[config.mk]
export PLATFORM = sky130hd
export DESIGN_NAME = memory_io_unit
export DESIGN_NICKNAME = d
export VERILOG_FILES = /design/src/rtl/elc3_pkg.sv /design/src/rtl/mem_io_regs.sv /design/src/rtl/memory_io_unit.sv
export SDC_FILE = /design/constraint.sdc
export NUM_CORES = 1
export LEC_CHECK = 0
export BUFFER_PORTS_ARGS = -buffer_cell sky130_fd_sc_hd__buf_2
export CORE_MARGIN = 3
export CORE_UTILIZATION = 39
export DETAILED_ROUTE_END_ITERATION = 12
export GPL_ROUTABILITY_DRIVEN = 0
export GPL_TIMING_DRIVEN = 0
export PLACE_DENSITY = 0.66
export SKIP_LAST_GASP = 1
export SLEW_MARGIN = 10
export SYNTH_ARGS = -nofsm -noshare
export SYNTH_HDL_FRONTEND = slang
export SYNTH_SLANG_ARGS = --single-unit
[constraint.sdc]
create_clock -name clk -period 5.5 [get_ports clk]
set_input_delay 0.55 -clock clk [delete_from_list [all_inputs] [get_ports clk]]
set_output_delay 0.55 -clock clk [all_outputs]
set_load 0.01 [all_outputs]
[src/rtl/elc3_pkg.sv]
// eLC-3 memory/I-O shared definitions.
// Memory-mapped I/O register addresses and access FSM states.
package elc3_pkg;

  localparam logic [15:0] KBSR_ADDR = 16'hFE00;
  localparam logic [15:0] KBDR_ADDR = 16'hFE02;
  localparam logic [15:0] DSR_ADDR  = 16'hFE04;
  localparam logic [15:0] DDR_ADDR  = 16'hFE06;
  localparam logic [6:0]  IO_PAGE_PREFIX = 7'h7F;

  typedef enum logic [2:0] {
    IDLE,
    SRAM_ACC,
    IO_ACC,
    DDR_STALL,
    DONE,
    RELEASE
  } mio_state_t;

  function automatic logic is_io(input logic [15:0] a);
    return a[15:9] == IO_PAGE_PREFIX;
  endfunction

endpackage

[src/rtl/mem_io_regs.sv]
// Keyboard and display registers of the eLC-3 I/O page.
// Captures keyboard strobes and runs the display valid/ready handshake.
module mem_io_regs
  import elc3_pkg::*;
(
  input  logic        clk,
  input  logic        rst_n,
  input  logic        kb_valid,
  input  logic [7:0]  kb_data,
  input  logic        rd_kbdr,
  input  logic        ddr_wr,
  input  logic [7:0]  ddr_wdata,
  input  logic        ddr_ready,
  output logic [15:0] kbsr,
  output logic [15:0] kbdr,
  output logic        ddr_valid,
  output logic [7:0]  ddr_data
);

  logic       kb_rdy_q, kb_rdy_d;
  logic       kb_ovr_q, kb_ovr_d;
  logic [7:0] kb_chr_q, kb_chr_d;
  logic       ddr_vld_q, ddr_vld_d;
  logic [7:0] ddr_chr_q, ddr_chr_d;

  always_comb begin
    kb_rdy_d  = kb_rdy_q;
    kb_ovr_d  = kb_ovr_q;
    kb_chr_d  = kb_chr_q;
    ddr_vld_d = ddr_vld_q;
    ddr_chr_d = ddr_chr_q;
    // a char arriving with the KBDR read beats the clear
    if (kb_valid) begin
      kb_chr_d = kb_data;
      kb_rdy_d = 1'b1;
      kb_ovr_d = rd_kbdr ? 1'b0 : (kb_ovr_q | kb_rdy_q);
    end else if (rd_kbdr) begin
      kb_rdy_d = 1'b0;
      kb_ovr_d = 1'b0;
    end
    if (ddr_wr) begin
      ddr_vld_d = 1'b1;
      ddr_chr_d = ddr_wdata;
    end else if (ddr_vld_q && ddr_ready) begin
      ddr_vld_d = 1'b0;
    end
  end

  always_ff @(posedge clk or negedge rst_n) begin
    if (!rst_n) begin
      kb_rdy_q  <= 1'b0;
      kb_ovr_q  <= 1'b0;
      kb_chr_q  <= 8'h00;
      ddr_vld_q <= 1'b0;
      ddr_chr_q <= 8'h00;
    end else begin
      kb_rdy_q  <= kb_rdy_d;
      kb_ovr_q  <= kb_ovr_d;
      kb_chr_q  <= kb_chr_d;
      ddr_vld_q <= ddr_vld_d;
      ddr_chr_q <= ddr_chr_d;
    end
  end

  assign kbsr      = {kb_rdy_q, kb_ovr_q, 14'b0};
  assign kbdr      = {8'h00, kb_chr_q};
  assign ddr_valid = ddr_vld_q;
  assign ddr_data  = ddr_chr_q;

endmodule

[src/rtl/memory_io_unit.sv]
// eLC-3 memory/I-O access unit: SRAM sequencing with wait states
// plus the memory-mapped keyboard/display page.
module memory_io_unit
  import elc3_pkg::*;
#(
  parameter int WAIT_STATES = 2,
  parameter int DATA_W      = 16
) (
  input  logic              clk,
  input  logic              rst_n,
  input  logic              MIO_EN,
  input  logic              R_W,
  input  logic [DATA_W-1:0] MAR,
  input  logic [DATA_W-1:0] MDR,
  output logic [DATA_W-1:0] MEM_Data,
  output logic              R,
  output logic [DATA_W-1:0] SRAM_ADDR,
  output logic [DATA_W-1:0] SRAM_DQ_O,
  input  logic [DATA_W-1:0] SRAM_DQ_I,
  output logic              SRAM_CE_N,
  output logic              SRAM_OE_N,
  output logic              SRAM_WE_N,
  input  logic              KB_Valid,
  input  logic [7:0]        KB_Data,
  output logic              DDR_Valid,
  output logic [7:0]        DDR_Data,
  input  logic              DDR_Ready
);

  localparam int CW = (WAIT_STATES > 1) ? $clog2(WAIT_STATES) : 1;

  mio_state_t        state_q, state_d;
  logic [CW-1:0]     cnt_q, cnt_d;
  logic [DATA_W-1:0] addr_q, addr_d;
  logic [DATA_W-1:0] wdat_q, wdat_d;
  logic              rw_q, rw_d;
  logic [DATA_W-1:0] mdat_q, mdat_d;
  logic              r_q, r_d;
  logic              ce_n_q, ce_n_d;
  logic              oe_n_q, oe_n_d;
  logic              we_n_q, we_n_d;

  logic              rd_kbdr;
  logic              ddr_wr;
  logic [15:0]       kbsr;
  logic [15:0]       kbdr;
  logic [15:0]       io_rd;

  mem_io_regs u_regs (
    .clk       (clk),
    .rst_n     (rst_n),
    .kb_valid  (KB_Valid),
    .kb_data   (KB_Data),
    .rd_kbdr   (rd_kbdr),
    .ddr_wr    (ddr_wr),
    .ddr_wdata (wdat_q[7:0]),
    .ddr_ready (DDR_Ready),
    .kbsr      (kbsr),
    .kbdr      (kbdr),
    .ddr_valid (DDR_Valid),
    .ddr_data  (DDR_Data)
  );

  always_comb begin
    io_rd = 16'h0000;
    unique case (1'b1)
      addr_q == KBSR_ADDR: io_rd = kbsr;
      addr_q == KBDR_ADDR: io_rd = kbdr;
      addr_q == DSR_ADDR:  io_rd = {!DDR_Valid, 15'b0};
      default:             io_rd = 16'h0000;
    endcase
  end

  always_comb begin
    state_d = state_q;
    cnt_d   = cnt_q;
    addr_d  = addr_q;
    wdat_d  = wdat_q;
    rw_d    = rw_q;
    mdat_d  = mdat_q;
    r_d     = 1'b0;
    ce_n_d  = ce_n_q;
    oe_n_d  = oe_n_q;
    we_n_d  = we_n_q;
    rd_kbdr = 1'b0;
    ddr_wr  = 1'b0;
    case (state_q)
      IDLE: begin
        if (MIO_EN) begin
          addr_d = MAR;
          wdat_d = MDR;
          rw_d   = R_W;
          if (is_io(MAR)) begin
            state_d = IO_ACC;
          end else begin
            state_d = SRAM_ACC;
            cnt_d   = CW'(WAIT_STATES - 1);
            ce_n_d  = 1'b0;
            oe_n_d  = R_W;
            we_n_d  = !R_W;
          end
        end
      end
      SRAM_ACC: begin
        if (cnt_q == '0) begin
          if (!rw_q) mdat_d = SRAM_DQ_I;
          ce_n_d  = 1'b1;
          oe_n_d  = 1'b1;
          we_n_d  = 1'b1;
          state_d = DONE;
        end else begin
          cnt_d = cnt_q - CW'(1);
        end
      end
      IO_ACC: begin
        state_d = DONE;
        if (rw_q) begin
          if (addr_q == DDR_ADDR) begin
            if (DDR_Valid) state_d = DDR_STALL;
            else           ddr_wr  = 1'b1;
          end
        end else begin
          mdat_d  = io_rd;
          rd_kbdr = (addr_q == KBDR_ADDR);
        end
      end
      DDR_STALL: begin
        if (!DDR_Valid) begin
          ddr_wr  = 1'b1;
          state_d = DONE;
        end
      end
      DONE: begin
        r_d     = 1'b1;
        state_d = RELEASE;
      end
      RELEASE: begin
        if (!MIO_EN) state_d = IDLE;
      end
      default: state_d = IDLE;
    endcase
  end

  always_ff @(posedge clk or negedge rst_n) begin
    if (!rst_n) begin
      state_q <= IDLE;
      cnt_q   <= '0;
      addr_q  <= '0;
      wdat_q  <= '0;
      rw_q    <= 1'b0;
      mdat_q  <= '0;
      r_q     <= 1'b0;
      ce_n_q  <= 1'b1;
      oe_n_q  <= 1'b1;
      we_n_q  <= 1'b1;
    end else begin
      state_q <= state_d;
      cnt_q   <= cnt_d;
      addr_q  <= addr_d;
      wdat_q  <= wdat_d;
      rw_q    <= rw_d;
      mdat_q  <= mdat_d;
      r_q     <= r_d;
      ce_n_q  <= ce_n_d;
      oe_n_q  <= oe_n_d;
      we_n_q  <= we_n_d;
    end
  end

  assign MEM_Data  = mdat_q;
  assign R         = r_q;
  assign SRAM_ADDR = addr_q;
  assign SRAM_DQ_O = wdat_q;
  assign SRAM_CE_N = ce_n_q;
  assign SRAM_OE_N = oe_n_q;
  assign SRAM_WE_N = we_n_q;

endmodule
### Yosys cells after proc, flatten, opt, wreduce, memory -nomap -nowiden

Cells that the tools add are included.

* register bits: 76
* input port bits: 62
* output and inout bits: 61
* logic and storage cells: 88

* add/subtract/negate cells: 1
* equal/unequal tests: 17
* multiplexer cells: 41
* bitwise gates (word level): 1
* reductions and logical operators: 13

Operators by type and width (count)
* 16-bit == test (second input constant): 4
* 16-bit two-way mux: 3
* 16-bit one-hot mux with 3 select lines: 1
* 16-bit one-hot mux with 2 select lines: 1
* 1-bit two-way mux: 22
* 3-bit two-way mux: 7
* 3-bit one-hot mux with 6 select lines: 1
* 2-bit inequality test (second input constant): 7
* 4-bit AND reduction: 3
* 1-bit one-hot mux with 2 select lines: 5
* 2-bit nonzero test: 4
* 7-bit == test (second input constant): 1
* 3-bit by 2-bit == test with 1-bit output (second input constant): 2
* 3-bit == test (second input constant): 2
* 3-bit by 1-bit == test with 1-bit output (second input constant): 1
* 3-bit logical NOT: 1
* 3-bit AND reduction: 1
* 1-bit logical NOT: 2
* 2-bit two-way mux: 1
* 2-bit AND reduction: 1
* 1-bit logical AND: 1
* 1-bit OR: 1
* 1-bit subtractor (second input constant): 1

### Longest topological paths before layout

* word-level depth: 5
* depth in mapped cells: 7
* gate-level depth less buffers: 4

### Cells and area by module

Synthesis repeated with hierarchy kept, for this count alone.

* cell total of the unflattened synthesis: 296
* area total of the unflattened synthesis: 3649.8 um2

By module, submodules not included
* memory_io_unit: times used 1, cells each 228, area each 2695.1 um2, sequential area each 1430.1 um2
* mem_io_regs: times used 1, cells each 68, area each 954.7 um2, sequential area each 475.5 um2

### Worst setup path before layout

Ideal clock, no wire load.

* path kind: register -> register
* from: register addr_q[3], in the netlist SRAM_ADDR[3]
* to: register u_regs.ddr_chr_q[0], in the netlist u_regs.ddr_data[0]
* library setup time: 0.125 ns
* arrival: 1.796 ns
* data required time: 5.375 ns
* slack: 3.579 ns
* stages on the path, launching flop included: 5
* buffers on the path: 0
* period minus slack after synthesis: 1.921 ns
* cells stage by stage: dfrtp_1 > nor4_1 > nand2_1 > o41ai_4 > mux2_2

* cells in the longest elaborated chain, start to end: 4

Ends and longest elaborated chain
* start: declaration: RTL line memory_io_unit.sv:34 `logic [DATA_W-1:0] addr_q, addr_d;`
* start signal: assignment: RTL line memory_io_unit.sv:159 `addr_q <= addr_d;`
* 16-bit == test: RTL line memory_io_unit.sv:118 `if (addr_q == DDR_ADDR) begin`
* 1-bit two-way mux: RTL line memory_io_unit.sv:118
* 1-bit two-way mux: RTL line memory_io_unit.sv:117 `if (rw_q) begin`
* 1-bit one-hot mux with 2 select lines: RTL line memory_io_unit.sv:87 `case (state_q)`
* end signal: assignment: RTL line mem_io_regs.sv:61 `ddr_chr_q <= ddr_chr_d;`
* end: declaration: RTL line mem_io_regs.sv:24 `logic [7:0] ddr_chr_q, ddr_chr_d;`

No other way between the ends.
A chain may end at the register's enable or synchronous reset.

### Worst setup path in the final report

* from: register addr_q[5], in the netlist SRAM_ADDR[5]
* to: register u_regs.ddr_chr_q[7], in the netlist u_regs.ddr_data[7]

The elaborated chain is that of the path after synthesis.

==> flow_summary.json <==
{
  "status": "finished clean",
  "htree_num_levels": 3,
  "peakVddDrop_uv": 238,
  "critPathKind": "reg -> reg",
  "ys_seq_area_share_pct": 58.5,
  "maxSlewHeadroom_pct": 53.0,
  "route.vias.total": 2767,
  "nets": 520,
  "synth.area.top_cells": "dfrtp_1 56%, nand2_1 15%, mux2_2 5.9%, a221o_1 2.5%, dfstp_2 2.4%",
  "initial_utilization_pct": 41.1,
  "seq_power_share_pct": 41.3,
  "die_h_um": 97.4,
  "grt_pass1_vias": 2868,
  "max_freq_ghz": 0.448,
  "cts_resized": 0,
  "comb_power_share_pct": 33.3,
  "syn_nets": 387,
  "setup_viol": 0,
  "cts_buffers": 9,
  "fin_worst_skew_ps": 7.91,
  "hold_viol": 0,
  "synth_area_leader_cell": "dfrtp_1",
  "num_rows": 32,
  "setup_tns_ps": 0,
  "power_switching_uw": 747,
  "drtIter0Drc": 155,
  "hold_class": "in -> async",
  "dp_hpwl_um": 6040,
  "dieArea_um2": 9490,
  "vias_per_cell": 4.90,
  "core_um2": 7930,
  "diodes": 0,
  "cts.path.max_buffers": 2,
  "worstMarginPinSlew_ps": 702,
  "power-per-cell-area_nw_per_um2": 508,
  "routed_wl_um": 8060,
  "preCtsSetupSlack_ps": 3240,
  "drv_slew": 0,
  "clk_latency_ps": 340,
  "ys_warn_count": 0,
  "root_buffer": "clkbuf_8",
  "crit_arrival_ps": 2470,
  "grt_antenna_before_repair": 0,
  "synth_edf_count": 0,
  "grt_max_degree": 55,
  "final_core_util_pct": 54.1,
  "area_delta_synth_final_pct": 31.5,
  "switching_share_pct": 34.3,
  "power.internal_mw": 1.43,
  "finalPower_mw": 2.18,
  "leakage_nw": 2.32,
  "path_clk_slew_ps": 80,
  "ant_nets": 0,
  "async_flop_share_pct": 100,
  "postSynthCellCount": 325,
  "whs_ps": 97.5,
  "drc": 0,
  "pin_count": 123,
  "drive_gt1_share_pct": 35.9,
  "worst_ep_required_time_ps": 5730,
  "cts_tree": "done",
  "wl_per_cell_um": 14.3,
  "fp.dieW_um": 97.4,
  "endpoint_kind": "flip-flop",
  "setup.worst_path.start_class": "flip-flop",
  "ys_ff_latch": 76,
  "grt_util_all_layers_pct": 17.9,
  "ys_types": 42,
  "max_cap_violations": 0,
  "grt_pass1_wl_um": 13900,
  "dr.pass1.iters": 4,
  "clkPwrFrac_pct": 25.4,
  "synth.avg_cell_area_um2": 10.0,
  "worstPathMaxFanout": 8,
  "period_minus_slack_ps": 2230,
  "postCtsHoldBufs": 0,
  "cts.sinks": 76,
  "ys.flop_type": "dfrtp_1",
  "layout_commonest_cell": "nand2_1",
  "setup_slack_ps": 3270,
  "portBuffers": 121,
  "grt_overflow": 0,
  "postCtsSetupBuffers": 0,
  "fin_crit_sh_pct": 40.6,
  "rsz0062_at_grt": "no",
  "mostFrequentLayoutCells": "126 x nand2_1, 124 x buf_2, 73 x dfrtp_1, 17 x mux2_2, 14 x nor2_1",
  "synthesis.area_um2": 3260,
  "yosysTopAreaCellShare_pct": 56.0
}
synthesized netlist by cell type, types with 3 or more instances:
library cell / number
nand2_1: 126
dfrtp_1: 73
mux2_2: 17
nor2_1: 14
clkbuf_1: 12
o21ai_0: 9
a221o_1: 8
a21oi_1: 5
inv_1: 5
buf_2: 4
nor2b_1: 4
o211ai_1: 4
and4_1: 3
and4b_1: 3
dfstp_2: 3
nand3_1: 3
nand4_1: 3
nor3_1: 3
worst max-delay path, stage by stage (launching register included):
cell and delay, ps:
dfrtp_1 410, nor4_1 370, nand2_1 240, o41ai_4 700
mux2_2 410
power groups by stage:
stage	Sequential [mW]	Clock (mW)	Combinational, mW
final	0.899	0.553	0.724
after detailed placement	0.908	0	0.737
after floorplan	0.973	0	0.349
after CTS	0.902	0.568	0.735
after global placement	0.903	0	0.716
after global routing	0.932	0.596	0.813
final cells by class:
cell class	count	area, um^2
inverter	5	18.8
multi-input combinational	227	1260
clock buffer	10	128
tap	102	128
clock inverter	6	136
sequential	76	1910
buffer	17	76.3
fill	763	3640
timing repair buffer	122	636
metrics by stage:
step                cells  cell area (um^2)
finish                565              4290
global route          565              4290
CTS                   565              4290
detailed placement    549              4020
global placement      548              3990
floorplan             325              3260
layer usage:
| metal | GRT usage (%) | vias to the layer above | wire [um] |
|---|---|---|---|
| met2 | 28.8 | 82 | 3940 |
| met5 | 0 | - | 0 |
| li1 | - | 1366 | - |
| met4 | 4.79 | 0 | 53 |
| met3 | 6.46 | 6 | 605 |
| met1 | 23.0 | 1313 | 3460 |
state kept, by name, summed over array words and instances, names as in the netlist:
| register | count |
|---|---|
| MEM_Data | 16 |
| R | 1 |
| SRAM_ADDR | 16 |
| SRAM_CE_N | 1 |
| SRAM_DQ_O | 16 |
| SRAM_OE_N | 1 |
| SRAM_WE_N | 1 |
| cnt_q | 1 |
| rw_q | 1 |
| state_q | 3 |
| u_regs.ddr_data | 8 |
| u_regs.ddr_valid | 1 |
| u_regs.kb_chr_q | 8 |
| u_regs.kb_ovr_q | 1 |
| u_regs.kb_rdy_q | 1 |
path summary, 6_finish.rpt:
kind / from / end / slack [ps] / depth (start not counted)
max: SRAM_ADDR[5]$_DFFE_PN0P_ / u_regs.ddr_data[7]$_DFFE_PN0P_ / 3270 / 4
min: rst_n / MEM_Data[11]$_DFFE_PN0P_ / 100 / 1
max reg2reg: SRAM_ADDR[5]$_DFFE_PN0P_ / u_regs.ddr_data[7]$_DFFE_PN0P_ / 3270 / 4
min reg2reg: SRAM_DQ_O[15]$_DFFE_PN0P_ / SRAM_DQ_O[15]$_DFFE_PN0P_ / 480 / 2
max in group asynchronous: rst_n / SRAM_DQ_O[11]$_DFFE_PN0P_ / 4840 / 2
min in group clk: R_W / SRAM_WE_N$_DFFE_PN1P_ / 380 / 2
cells by family (layout without fill, tap and decap cells):
group           count (synthesis)  in the layout  synth area share [%]
compound gates                 38             38                  9.06
simple gates                  170            170                  23.1
mux                            19             19                  6.49
buf+inv                        22            160                  2.92
flops                          76             76                  58.5
Power figures use the tool's default switching activity.
